## src/rtl/ansi_cmd_parser.sv

```systemverilog
// ansi_cmd_parser: byte FIFO plus a GROUND/ESC/CSI decoder that turns the
// uart_rx byte stream into one terminal command at a time on a valid/ready
// output register.
// Optional feature macro: ANSI_SGR_EN. When it is defined, CSI 'm' emits SGR (op 8).
// When it is not defined, 'm' sequences are consumed silently.
//
// state  | meaning
// GROUND | plain characters and C0 controls
// ESC    | ESC seen, waiting for '['
// CSI    | collecting decimal parameters until a final byte
module ansi_cmd_parser #(
    parameter int COLS       = 80,
    parameter int ROWS       = 30,
    parameter int FIFO_DEPTH = 4,
    parameter int MAX_PARAM  = 99
) (
    input  logic       clk,
    input  logic       reset,
    input  logic [7:0] rx_data,
    input  logic       rx_valid,
    output logic       cmd_valid,
    input  logic       cmd_ready,
    output logic [3:0] cmd_op,
    output logic [7:0] cmd_char,
    output logic [6:0] cmd_arg0,
    output logic [6:0] cmd_arg1,
    output logic       overflow
);
    localparam int AW = $clog2(FIFO_DEPTH);

    typedef enum logic [1:0] {GROUND, ESC, CSI} state_t;

    logic [7:0]  mem [FIFO_DEPTH];
    logic [AW:0] wr_ptr, rd_ptr;
    logic        empty, full, pop, push;
    logic [7:0]  cur;

    state_t      state, next_state;
    logic [6:0]  p0, p1;
    logic [1:0]  idx;

    logic        emit;
    logic [3:0]  dec_op;
    logic [7:0]  dec_char;
    logic [6:0]  dec_arg0, dec_arg1;

    assign empty = (wr_ptr == rd_ptr);
    assign full  = (wr_ptr[AW] != rd_ptr[AW]) && (wr_ptr[AW-1:0] == rd_ptr[AW-1:0]);
    // The parser only stalls while a presented command is not being taken.
    assign pop   = !empty && (!cmd_valid || cmd_ready);
    // A pop in the same cycle frees the slot, so a write into a full FIFO still succeeds.
    assign push  = rx_valid && (!full || pop);
    assign cur   = mem[rd_ptr[AW-1:0]];

    // Decimal accumulate with saturation; the overflow test is done before the store.
    function automatic logic [6:0] acc_digit(input logic [6:0] p, input logic [3:0] d);
        logic [6:0] t;
        if (int'(p) > MAX_PARAM / 10) return 7'(MAX_PARAM);
        t = p * 7'd10;
        if (int'(t) + int'(d) > MAX_PARAM) return 7'(MAX_PARAM);
        return t + {3'b000, d};
    endfunction

    // Missing or zero counts as 1, then clamp to the screen size and make 0-based.
    function automatic logic [6:0] pos_arg(input logic [6:0] p, input int lim);
        logic [6:0] v;
        v = (p == 7'd0) ? 7'd1 : p;
        if (int'(v) > lim) v = 7'(lim);
        return v - 7'd1;
    endfunction

    // FIFO storage; contents need no reset because the pointers define validity.
    always_ff @(posedge clk) begin
        if (push) mem[wr_ptr[AW-1:0]] <= rx_data;
    end

    // FIFO pointers and the sticky drop flag.
    always_ff @(posedge clk or posedge reset) begin
        if (reset) begin
            wr_ptr   <= '0;
            rd_ptr   <= '0;
            overflow <= 1'b0;
        end else begin
            if (push) wr_ptr <= wr_ptr + 1'b1;
            if (pop) rd_ptr <= rd_ptr + 1'b1;
            if (rx_valid && !push) overflow <= 1'b1;
        end
    end

    // Parser state register.
    always_ff @(posedge clk or posedge reset) begin
        if (reset) state <= GROUND;
        else       state <= next_state;
    end

    // Next-state decode, advanced only when a byte is popped.
    always_comb begin
        next_state = state;
        if (pop) begin
            case (state)
                GROUND: if (cur == 8'h1B) next_state = ESC;
                ESC: begin
                    if (cur == 8'h5B)      next_state = CSI;
                    else if (cur == 8'h1B) next_state = ESC;
                    else                   next_state = GROUND;
                end
                CSI: begin
                    if (cur == 8'h18 || cur == 8'h1A)      next_state = GROUND;
                    else if (cur == 8'h1B)                 next_state = ESC;
                    else if (cur >= 8'h40 && cur <= 8'h7E) next_state = GROUND;
                end
                default: next_state = GROUND;
            endcase
        end
    end

    // CSI parameter collection; indices past 1 are counted but their digits ignored.
    always_ff @(posedge clk or posedge reset) begin
        if (reset) begin
            p0  <= '0;
            p1  <= '0;
            idx <= '0;
        end else if (pop) begin
            if (state == ESC && cur == 8'h5B) begin
                p0  <= '0;
                p1  <= '0;
                idx <= '0;
            end else if (state == CSI) begin
                if (cur >= 8'h30 && cur <= 8'h39) begin
                    if (idx == 2'd0)      p0 <= acc_digit(p0, cur[3:0]);
                    else if (idx == 2'd1) p1 <= acc_digit(p1, cur[3:0]);
                end else if (cur == 8'h3B && idx != 2'd2) begin
                    idx <= idx + 2'd1;
                end
            end
        end
    end

    // Command decode for the byte at the FIFO head.
    always_comb begin
        emit     = 1'b0;
        dec_op   = 4'd0;
        dec_char = 8'h00;
        dec_arg0 = 7'd0;
        dec_arg1 = 7'd0;
        if (state == GROUND) begin
            if (cur >= 8'h20 && cur <= 8'h7E) begin
                emit     = 1'b1;
                dec_char = cur;
            end else if (cur == 8'h0D) begin
                emit   = 1'b1;
                dec_op = 4'd1;
            end else if (cur == 8'h0A) begin
                emit   = 1'b1;
                dec_op = 4'd2;
            end else if (cur == 8'h08) begin
                emit   = 1'b1;
                dec_op = 4'd3;
            end
        end else if (state == CSI) begin
            case (cur)
                8'h48, 8'h66: begin
                    emit     = 1'b1;
                    dec_op   = 4'd4;
                    dec_arg0 = pos_arg(p0, ROWS);
                    dec_arg1 = pos_arg(p1, COLS);
                end
                8'h41, 8'h42, 8'h43, 8'h44: begin
                    emit     = 1'b1;
                    dec_op   = 4'd7;
                    dec_char = cur;
                    dec_arg0 = (p0 == 7'd0) ? 7'd1 : p0;
                end
                8'h4A: begin
                    emit   = (p0 == 7'd2);
                    dec_op = 4'd5;
                end
                8'h4B: begin
                    emit   = (p0 == 7'd0);
                    dec_op = 4'd6;
                end
`ifdef ANSI_SGR_EN
                8'h6D: begin
                    emit     = 1'b1;
                    dec_op   = 4'd8;
                    dec_arg0 = p0;
                    dec_arg1 = p1;
                end
`endif
                default: emit = 1'b0;
            endcase
        end
    end

    // Output register: holds until accepted, may be replaced on the accepting edge.
    always_ff @(posedge clk or posedge reset) begin
        if (reset) begin
            cmd_valid <= 1'b0;
            cmd_op    <= '0;
            cmd_char  <= '0;
            cmd_arg0  <= '0;
            cmd_arg1  <= '0;
        end else if (pop && emit) begin
            cmd_valid <= 1'b1;
            cmd_op    <= dec_op;
            cmd_char  <= dec_char;
            cmd_arg0  <= dec_arg0;
            cmd_arg1  <= dec_arg1;
        end else if (cmd_ready) begin
            cmd_valid <= 1'b0;
        end
    end
endmodule

```

## config.mk

```make
export PLATFORM = sky130hd
export DESIGN_NAME = ansi_cmd_parser
export DESIGN_NICKNAME = d
export VERILOG_FILES = /design/src/rtl/ansi_cmd_parser.sv
export SDC_FILE = /design/constraint.sdc
export NUM_CORES = 1
export LEC_CHECK = 0
export ABC_AREA = 1
export BUFFER_PORTS_ARGS = -buffer_cell sky130_fd_sc_hd__buf_2
export CAP_MARGIN = 15
export CORE_MARGIN = 1
export CORE_UTILIZATION = 50
export DETAILED_ROUTE_END_ITERATION = 16
export PLACE_DENSITY = 0.68
export SYNTH_ARGS = -nofsm -noshare
export SYNTH_HDL_FRONTEND = slang
export SYNTH_SLANG_ARGS = --single-unit
```

## constraint.sdc

```tcl
create_clock -name clk -period 7 [get_ports clk]
set_input_delay 0.35 -clock clk [delete_from_list [all_inputs] [get_ports clk]]
set_output_delay 0.35 -clock clk [all_outputs]
set_load 0.05 [all_outputs]
```

==> results of run 1 <==
## critical path, stage by stage (launching register included)
cell,delay (ps)
dfrtp_1,650
inv_2,360
nand2_1,120
nand2_1,90
nand2_2,60
nand2_4,120
ha_1,160
inv_1,60
fa_1,430
o22ai_1,220
xor2_1,210
a21oi_1,60
nand2_1,140
nand2_1,80
nor2_1,100
nand2_1,50
o21ai_0,150
## repair_timing
action                    4_1_cts  5_1_grt
hold buffers                    0        1
buffers inserted                0        0
hold endpoints to repair        0       13
## cell usage in the layout (no fill, tap or decap), types with 2 or more instances in the layout
cell type   instances
ha_1               24
xnor2_1             9
nor2_1             50
nand2_1           214
inv_2               4
clkbuf_1            2
nand3_1            72
inv_1              52
nor3_1              3
o21ai_0            23
edfxtp_1           32
dfrtp_1            51
nand2_4             7
xor2_1             15
o22ai_1             3
nand3b_1            2
buf_2              38
nand4_1             6
nor2_8              2
fa_1                4
nand2_2            20
clkinvlp_4          2
o21ai_1             2
a21oi_1            15
clkbuf_8            9
o21ai_2             6
## path summary, 6_finish.rpt
kind | startpoint | endpoint | slack, ps | cells after the start
max | rd_ptr[0]$_DFFE_PP0P_ | p1[4]$_DFFE_PP0P_ | 3840 | 16
min | rx_data[4] | mem[0][4]$_DFFE_PP_ | 210 | 1
max reg2reg | rd_ptr[0]$_DFFE_PP0P_ | p1[4]$_DFFE_PP0P_ | 3840 | 16
min reg2reg | cmd_arg0[4]$_DFFE_PP0P_ | cmd_arg0[4]$_DFFE_PP0P_ | 470 | 2
max in group asynchronous | reset | idx[1]$_DFFE_PP0P_ | 5940 | 4
min in group asynchronous | reset | cmd_char[1]$_DFFE_PP0P_ | 520 | 3
## power by group
group | internal (mW) | switching [mW]
sequential | 0.585 | 0.0690
clock | 0.130 | 0.173
combinational | 0.228 | 0.598
total | 0.944 | 0.839
## per-stage QoR
stage,area (µm²),cells
final,5630,818
after CTS,5600,816
after detailed placement,5430,800
after global routing,5630,818
after global placement,5430,800
after floorplan,5230,648
## layer usage
layer,vias to the layer above,part of all wire (%)
li1,2156,-
met1,1951,49
met2,74,47
met3,7,3.5
met4,0,0.88
met5,-,0
## sequential cells by signal (all words and copies together), names as in the netlist
| name | cells |
|---|---|
| cmd_char | 8 |
| mem | 32 |
| state | 2 |
| cmd_arg0 | 7 |
| wr_ptr | 3 |
| cmd_valid | 1 |
| p1 | 7 |
| overflow | 1 |
| cmd_arg1 | 7 |
| cmd_op | 3 |
| p0 | 7 |
| rd_ptr | 3 |
| idx | 2 |
## synthesized netlist by cell type, types with 2 or more instances
| master | count |
|---|---|
| edfxtp_1 | 32 |
| clkbuf_1 | 4 |
| nor2_1 | 50 |
| buf_2 | 2 |
| o21ai_1 | 2 |
| dfrtp_1 | 51 |
| nor2_8 | 2 |
| o22ai_1 | 3 |
| xor2_1 | 15 |
| nand2_1 | 214 |
| fa_1 | 4 |
| nand2_4 | 7 |
| o21ai_0 | 23 |
| o21ai_2 | 6 |
| nor3_1 | 3 |
| nand3b_1 | 2 |
| nand2_2 | 20 |
| ha_1 | 24 |
| buf_4 | 4 |
| nand3_1 | 72 |
| inv_2 | 3 |
| buf_6 | 7 |
| nand4_1 | 6 |
| inv_1 | 53 |
| a21oi_1 | 15 |
| xnor2_1 | 9 |
## cell type report
type / count / area [µm²]
timing repair buffer: 40 / 220
multi-input combinational: 489 / 2620
sequential: 83 / 2240
inverter: 57 / 216
fill: 912 / 4330
clock buffer: 11 / 131
clock inverter: 5 / 37.5
tap: 133 / 166
## kinds of logic after synthesis
logic type / after synthesis / share of synthesized area (%)
adders and majority gates: 28 / 7.27
buffers and inverters: 76 / 7.15
other: 1 / 0.0717
AOI/OAI and AO/OA: 53 / 5.74
DFF: 83 / 42.8
and+or+nand+nor: 383 / 33.0
xor gates and xnor gates: 24 / 4.02
==> run_results.csv, run 1 <==
group,metric,value,unit
grt,grt_pass1_vias,3959,
yosys,ys_top_cells_by_area,"dfrtp_1, edfxtp_1, nand2_1",
grt,use_met3,4.32,%
route,drc,0,
finish,final_util,56.5,%
grt,antenna_found_initial,0,
yosys,avgSynthCellArea,8.07,µm²
timing,holdWs,206,ps
cts,cts-root-buf,"clkbuf_8",
critical_path,crit_fanout,21,
timing,hold_viol_final,0,
yosys,synth_ff_type,"dfrtp_1",
placed_design,gp_congestion,0.863,
timing,period_share,45.1,%
yosys,yosysWarnings,0,
timing,setup_tns,0,ps
cts,clk_path_buf_depth,2,
yosys,synth_top_area_share,24.4,%
floorplanning,coreArea,9950,µm²
grt,grt_max_degree,52,
route,routed_wl,10400,µm
cts,cts_inserted_buffers,9,
floorplanning,io_pins,40,
cts,clk_latency,370,ps
cts,cts_tree,"yes",
cts,htree_num_levels,3,
outcome,status,"complete, no violations",
timing,worst_slack,3840,ps
route,via_count,4188,
timing,setup_violations,0,
finish,syn_to_final_growth,7.61,%
grt,grt_use_met1,27.5,%
grt,grt_overflow_total,0,
timing,rsz0062_at_grt,"false",
pwr,powerDensity,317,nW/µm²
yosys,synth_cell_types,41,
yosys,synth_area,5230,µm²
yosys,ys_ff_latch,83,
finish,nets,720,
route,wl_per_cell,12.7,µm
floorplanning,dieHeight,104,µm
critical_path,path_class,"reg2reg",
grt,grtUsageTotal,20.9,%
yosys,seq_area_frac_synth,42.8,%
timing,drv_slew,0,
pwr,p_leak,2.88,nW
grt,met2_usage,34.5,%
worst_hold_path,hp-class,"in2reg",
floorplanning,row_count,36,
placed_design,pre_cts_ws,3870,ps
yosys,synth_area_leader_cell,"dfrtp_1",
cts,clk_pin_slew,80,ps
cts,clock_sinks,83,
placed_design,dp_hpwl,7930,µm
route,avgViaCountPerCell,5.12,
timing,slew_headroom,35.8,%
timing,worst_pin_slew,962,ps
pwr,power,1.78,mW
timing,finClkSkew,17.0,ps
timing,period_minus_slack,3160,ps
critical_path,worst_setup_path_start_kind,"register",
grt,top_usage_layer,"met2",
route,drt_first_pass_iters,4,
critical_path,worstPathArrival,3430,ps
yosys,netlist_instances,648,
route,drtIter0Drc,227,
pwr,vdd_ir_drop_max,177,µV
route,drtAntennaViolNets,0,
floorplanning,die_w,104,µm
finish,drive_gt1_share,14.3,%
finish,diodes,0,
placed_design,io_buffers,38,
floorplanning,die-area,10900,µm²
yosys,synth_edf_count,32,
critical_path,cp.required,7270,ps
yosys,synthesis.nets,688,
critical_path,worstSetupEndpointType,"register",
cts,ctsResizeCount,0,
run,cap_violations,0,
floorplanning,start_util,52.6,%
yosys,async_flop_share,61.4,%
grt,grt_pass1_wl,18300,µm
timing,clock.fmax,317,MHz
(Power assumes the default switching activity.)
==> run 2, diff against run 1 <==
Settings changed: ABC_AREA 1 to 0, PLACE_DENSITY 0.68 to 0.71.
Clock period 7 ns to 2.9 ns, I/O delays scaled along.
==> run 2 against run 1 <==
Design area increased by 4.4%; global-route usage increased by 1.3 points; power increased to 2.9 times the previous value; largest power group unchanged.
==> run_results.csv, run 2 <==
group,metric,value,unit
critical_path,worstPathArrival,3130,ps
timing,period_minus_slack,2870,ps
timing,slew_headroom,58.9,%
run,cap_violations,0,
timing,hold_viol_final,0,
yosys,synth_area_leader_cell,"dfrtp_1",
yosys,netlist_instances,428,
grt,grt_overflow_total,0,
critical_path,worstSetupEndpointType,"register",
pwr,power.share.switching,40.6,%
placed_design,gp_congestion,0.930,
finish,largest_reg_flops,32,
floorplanning,coreArea,9280,µm²
yosys,synth_edf_count,32,
finish,final_common_cell,"dfrtp_1",
critical_path,worstReg2RegEnd,"cmd_arg0[4]$_DFFE_PP0P_",
pwr,p_sw,2.09,mW
pwr,p_leak,2.59,nW
yosys,synth_cell_types,67,
pwr,seq_power_share,30.4,%
pwr,vdd_ir_drop_max,585,µV
floorplanning,die-area,10000,µm²
grt,grtUsageTotal,22.2,%
yosys,seq_area_frac_synth,46.5,%
placed_design,pre_cts_ws,-55.1,ps
worst_hold_path,min_from,"cmd_ready",
critical_path,ff2ff_setup_slack,30,ps
critical_path,r2r_start,"rd_ptr[0]$_DFFE_PP0P_",
grt,grt_pass1_wl,17100,µm
yosys,synthesis.nets,468,
critical_path,crit_fanout,20,
floorplanning,start_util,51.8,%
floorplanning,dieHeight,100,µm
timing,worst_pin_slew,601,ps
cts,cts-root-buf,"clkbuf_8",
route,drtAntennaViolNets,0,
placed_design,dp_hpwl,7540,µm
route,wl_per_cell,16.8,µm
timing,rsz0062_at_grt,"true",
yosys,synth_most_common_cell,"dfrtp_1",
route,drc,0,
finish,layout_common_cells,"dfrtp_1, buf_4, buf_2",
critical_path,cp.depth,8,
worst_hold_path,hp-class,"in2reg",
critical_path,critPathTopFamily,"multiplexers",
timing,finClkSkew,10.5,ps
finish,diodes,0,
yosys,avgSynthCellArea,11.2,µm²
timing,worst_slack,30.1,ps
worst_hold_path,timing.hold.worst_endpoint,"cmd_valid$_DFFE_PP0P_",
finish,layoutNonFillerInstCount,645,
worst_hold_path,min_path_cells,3,
critical_path,crit_slowest_cell,"mux4_2",
finish,drive_gt1_share,30.8,%
cts,clk_latency,370,ps
critical_path,cp_cell_sequence,"mux4_2 -> buf_4 -> and2_1 -> a32o_1 -> a211o_1 -> a32oi_4 -> buf_12 -> mux2_2",
pwr,powerDensity,874,nW/µm²
cts,clock_sinks,83,
critical_path,cp.required,3160,ps
floorplanning,io_pins,40,
grt,grt_max_degree,52,
grt,grt_pass1_vias,3515,
pwr,p_int,3.05,mW
placed_design,io_buffers,38,
yosys,synth_ff_type,"dfrtp_1",
timing,clock.fmax,348,MHz
finish,syn_to_final_growth,22.3,%
floorplanning,die_w,100,µm
grt,antenna_found_initial,0,
timing,period_share,99.0,%
timing,setup_violations,0,
critical_path,max_stage_delay,560,ps
yosys,synth_common_cells,"dfrtp_1, nand2_1, edfxtp_1",
cts,cts_tree,"yes",
placed_design,place_inst,614,
finish,nets,551,
yosys,synth_area,4810,µm²
cts,clk_pin_slew,90,ps
yosys,ys_top_cells_by_area,"dfrtp_1, edfxtp_1, ha_1",
critical_path,worst_setup_path_start_kind,"register",
cts,clk_path_buf_depth,2,
pwr,pwr-share-clk,17.8,%
route,drt_first_pass_iters,5,
yosys,yosysWarnings,0,
route,via_count,3603,
critical_path,path_buf_inv,2,
yosys,ys_ff_latch,83,
critical_path,path_class,"reg2reg",
pwr,pwr-share-comb,51.8,%
route,routed_wl,10800,µm
cts,htree_num_levels,3,
yosys,async_flop_share,61.4,%
floorplanning,row_count,35,
outcome,status,"complete, no violations",
yosys,synth_top_area_share,26.5,%
route,drtIter0Drc,170,
critical_path,reg2regPathDepth,8,
cts,cts_inserted_buffers,9,
timing,drv_slew,0,
route,avgViaCountPerCell,5.59,
-- run 2: area by class of cell --
type	count	area, µm²
repair buffers	94	661
clock inverters	6	76.3
flip-flops and latches	83	2240
clock buffers	10	138
well taps	129	161
fillers	732	3410
multi-input cells	302	2520
inverters	21	78.8
-- run 2: worst max path at each step --
stage / start / end / slack [ps]
global route: rd_ptr[0]$_DFFE_PP0P_ / cmd_char[0]$_DFFE_PP0P_ / -80
CTS: rd_ptr[0]$_DFFE_PP0P_ / cmd_arg1[4]$_DFFE_PP0P_ / 9
global placement: rd_ptr[0]$_DFFE_PP0P_ / p1[5]$_DFFE_PP0P_ / -40
finish: rd_ptr[0]$_DFFE_PP0P_ / cmd_arg0[4]$_DFFE_PP0P_ / 30
floorplan: rd_ptr[0]$_DFFE_PP0P_ / cmd_arg0[0]$_DFFE_PP0P_ / 40
detailed placement: rd_ptr[0]$_DFFE_PP0P_ / p1[6]$_DFFE_PP0P_ / -60
-- run 2: power by group through the flow --
stage	sequential, mW	clock (mW)	combinational (mW)
6_report	1.56	0.916	2.66
3_5_place_dp	1.58	0	2.51
5_1_grt	1.58	0.974	2.89
2_1_floorplan	1.74	0	1.63
4_1_cts	1.56	0.930	2.55
3_3_place_gp	1.57	0	2.44
-- run 2: cell families after synthesis --
| group | count (synthesis) | share of synthesized area [%] |
|---|---|---|
| fa+ha+maj | 28 | 7.91 |
| xor+xnor | 27 | 4.92 |
| flops | 83 | 46.5 |
| mux | 28 | 9.29 |
| compound gates | 95 | 14.3 |
| other cells | 1 | 0.0780 |
| buf+inv | 44 | 4.03 |
| simple gates | 122 | 12.9 |
-- run 2: metal layers --
layer | global-route usage [%] | vias to the layer above | wire (µm)
met5 | 0 | - | 0
met2 | 39.6 | 59 | 5530
li1 | - | 1753 | -
met4 | 7.25 | 0 | 181
met3 | 4.04 | 17 | 259
met1 | 27.2 | 1774 | 4860
-- run 2: worst register-to-register path, stage by stage (launching register included) --
cell     delay (ps)
dfrtp_2         440
mux4_2          560
buf_4           210
and2_1          170
a32o_1          210
a211o_1         350
a32oi_4         250
buf_12          220
mux2_2          350
-- run 2: timing repair --
action                                  CTS  global route
hold buffers                              9             1
gates resized for setup                   3            25
endpoints found under the setup margin   30            29
pin swaps                                 0             9
gates cloned                              0             1
endpoints found under the hold margin    31            19
buffers inserted                          1             2
-- run 2: stage by stage --
stage	total power, mW	instance area, µm²	hold slack, ps	setup TNS (ps)	utilization (%)
finish	5.14	5880	104	0	63.3
CTS	5.03	5700	73.0	0	61.4
global route	5.45	5880	124	-958	63.3
global placement	4.01	5370	356	-75.6	57.9
floorplan	3.36	4810	244	0	-
detailed placement	4.09	5370	367	-266	57.9
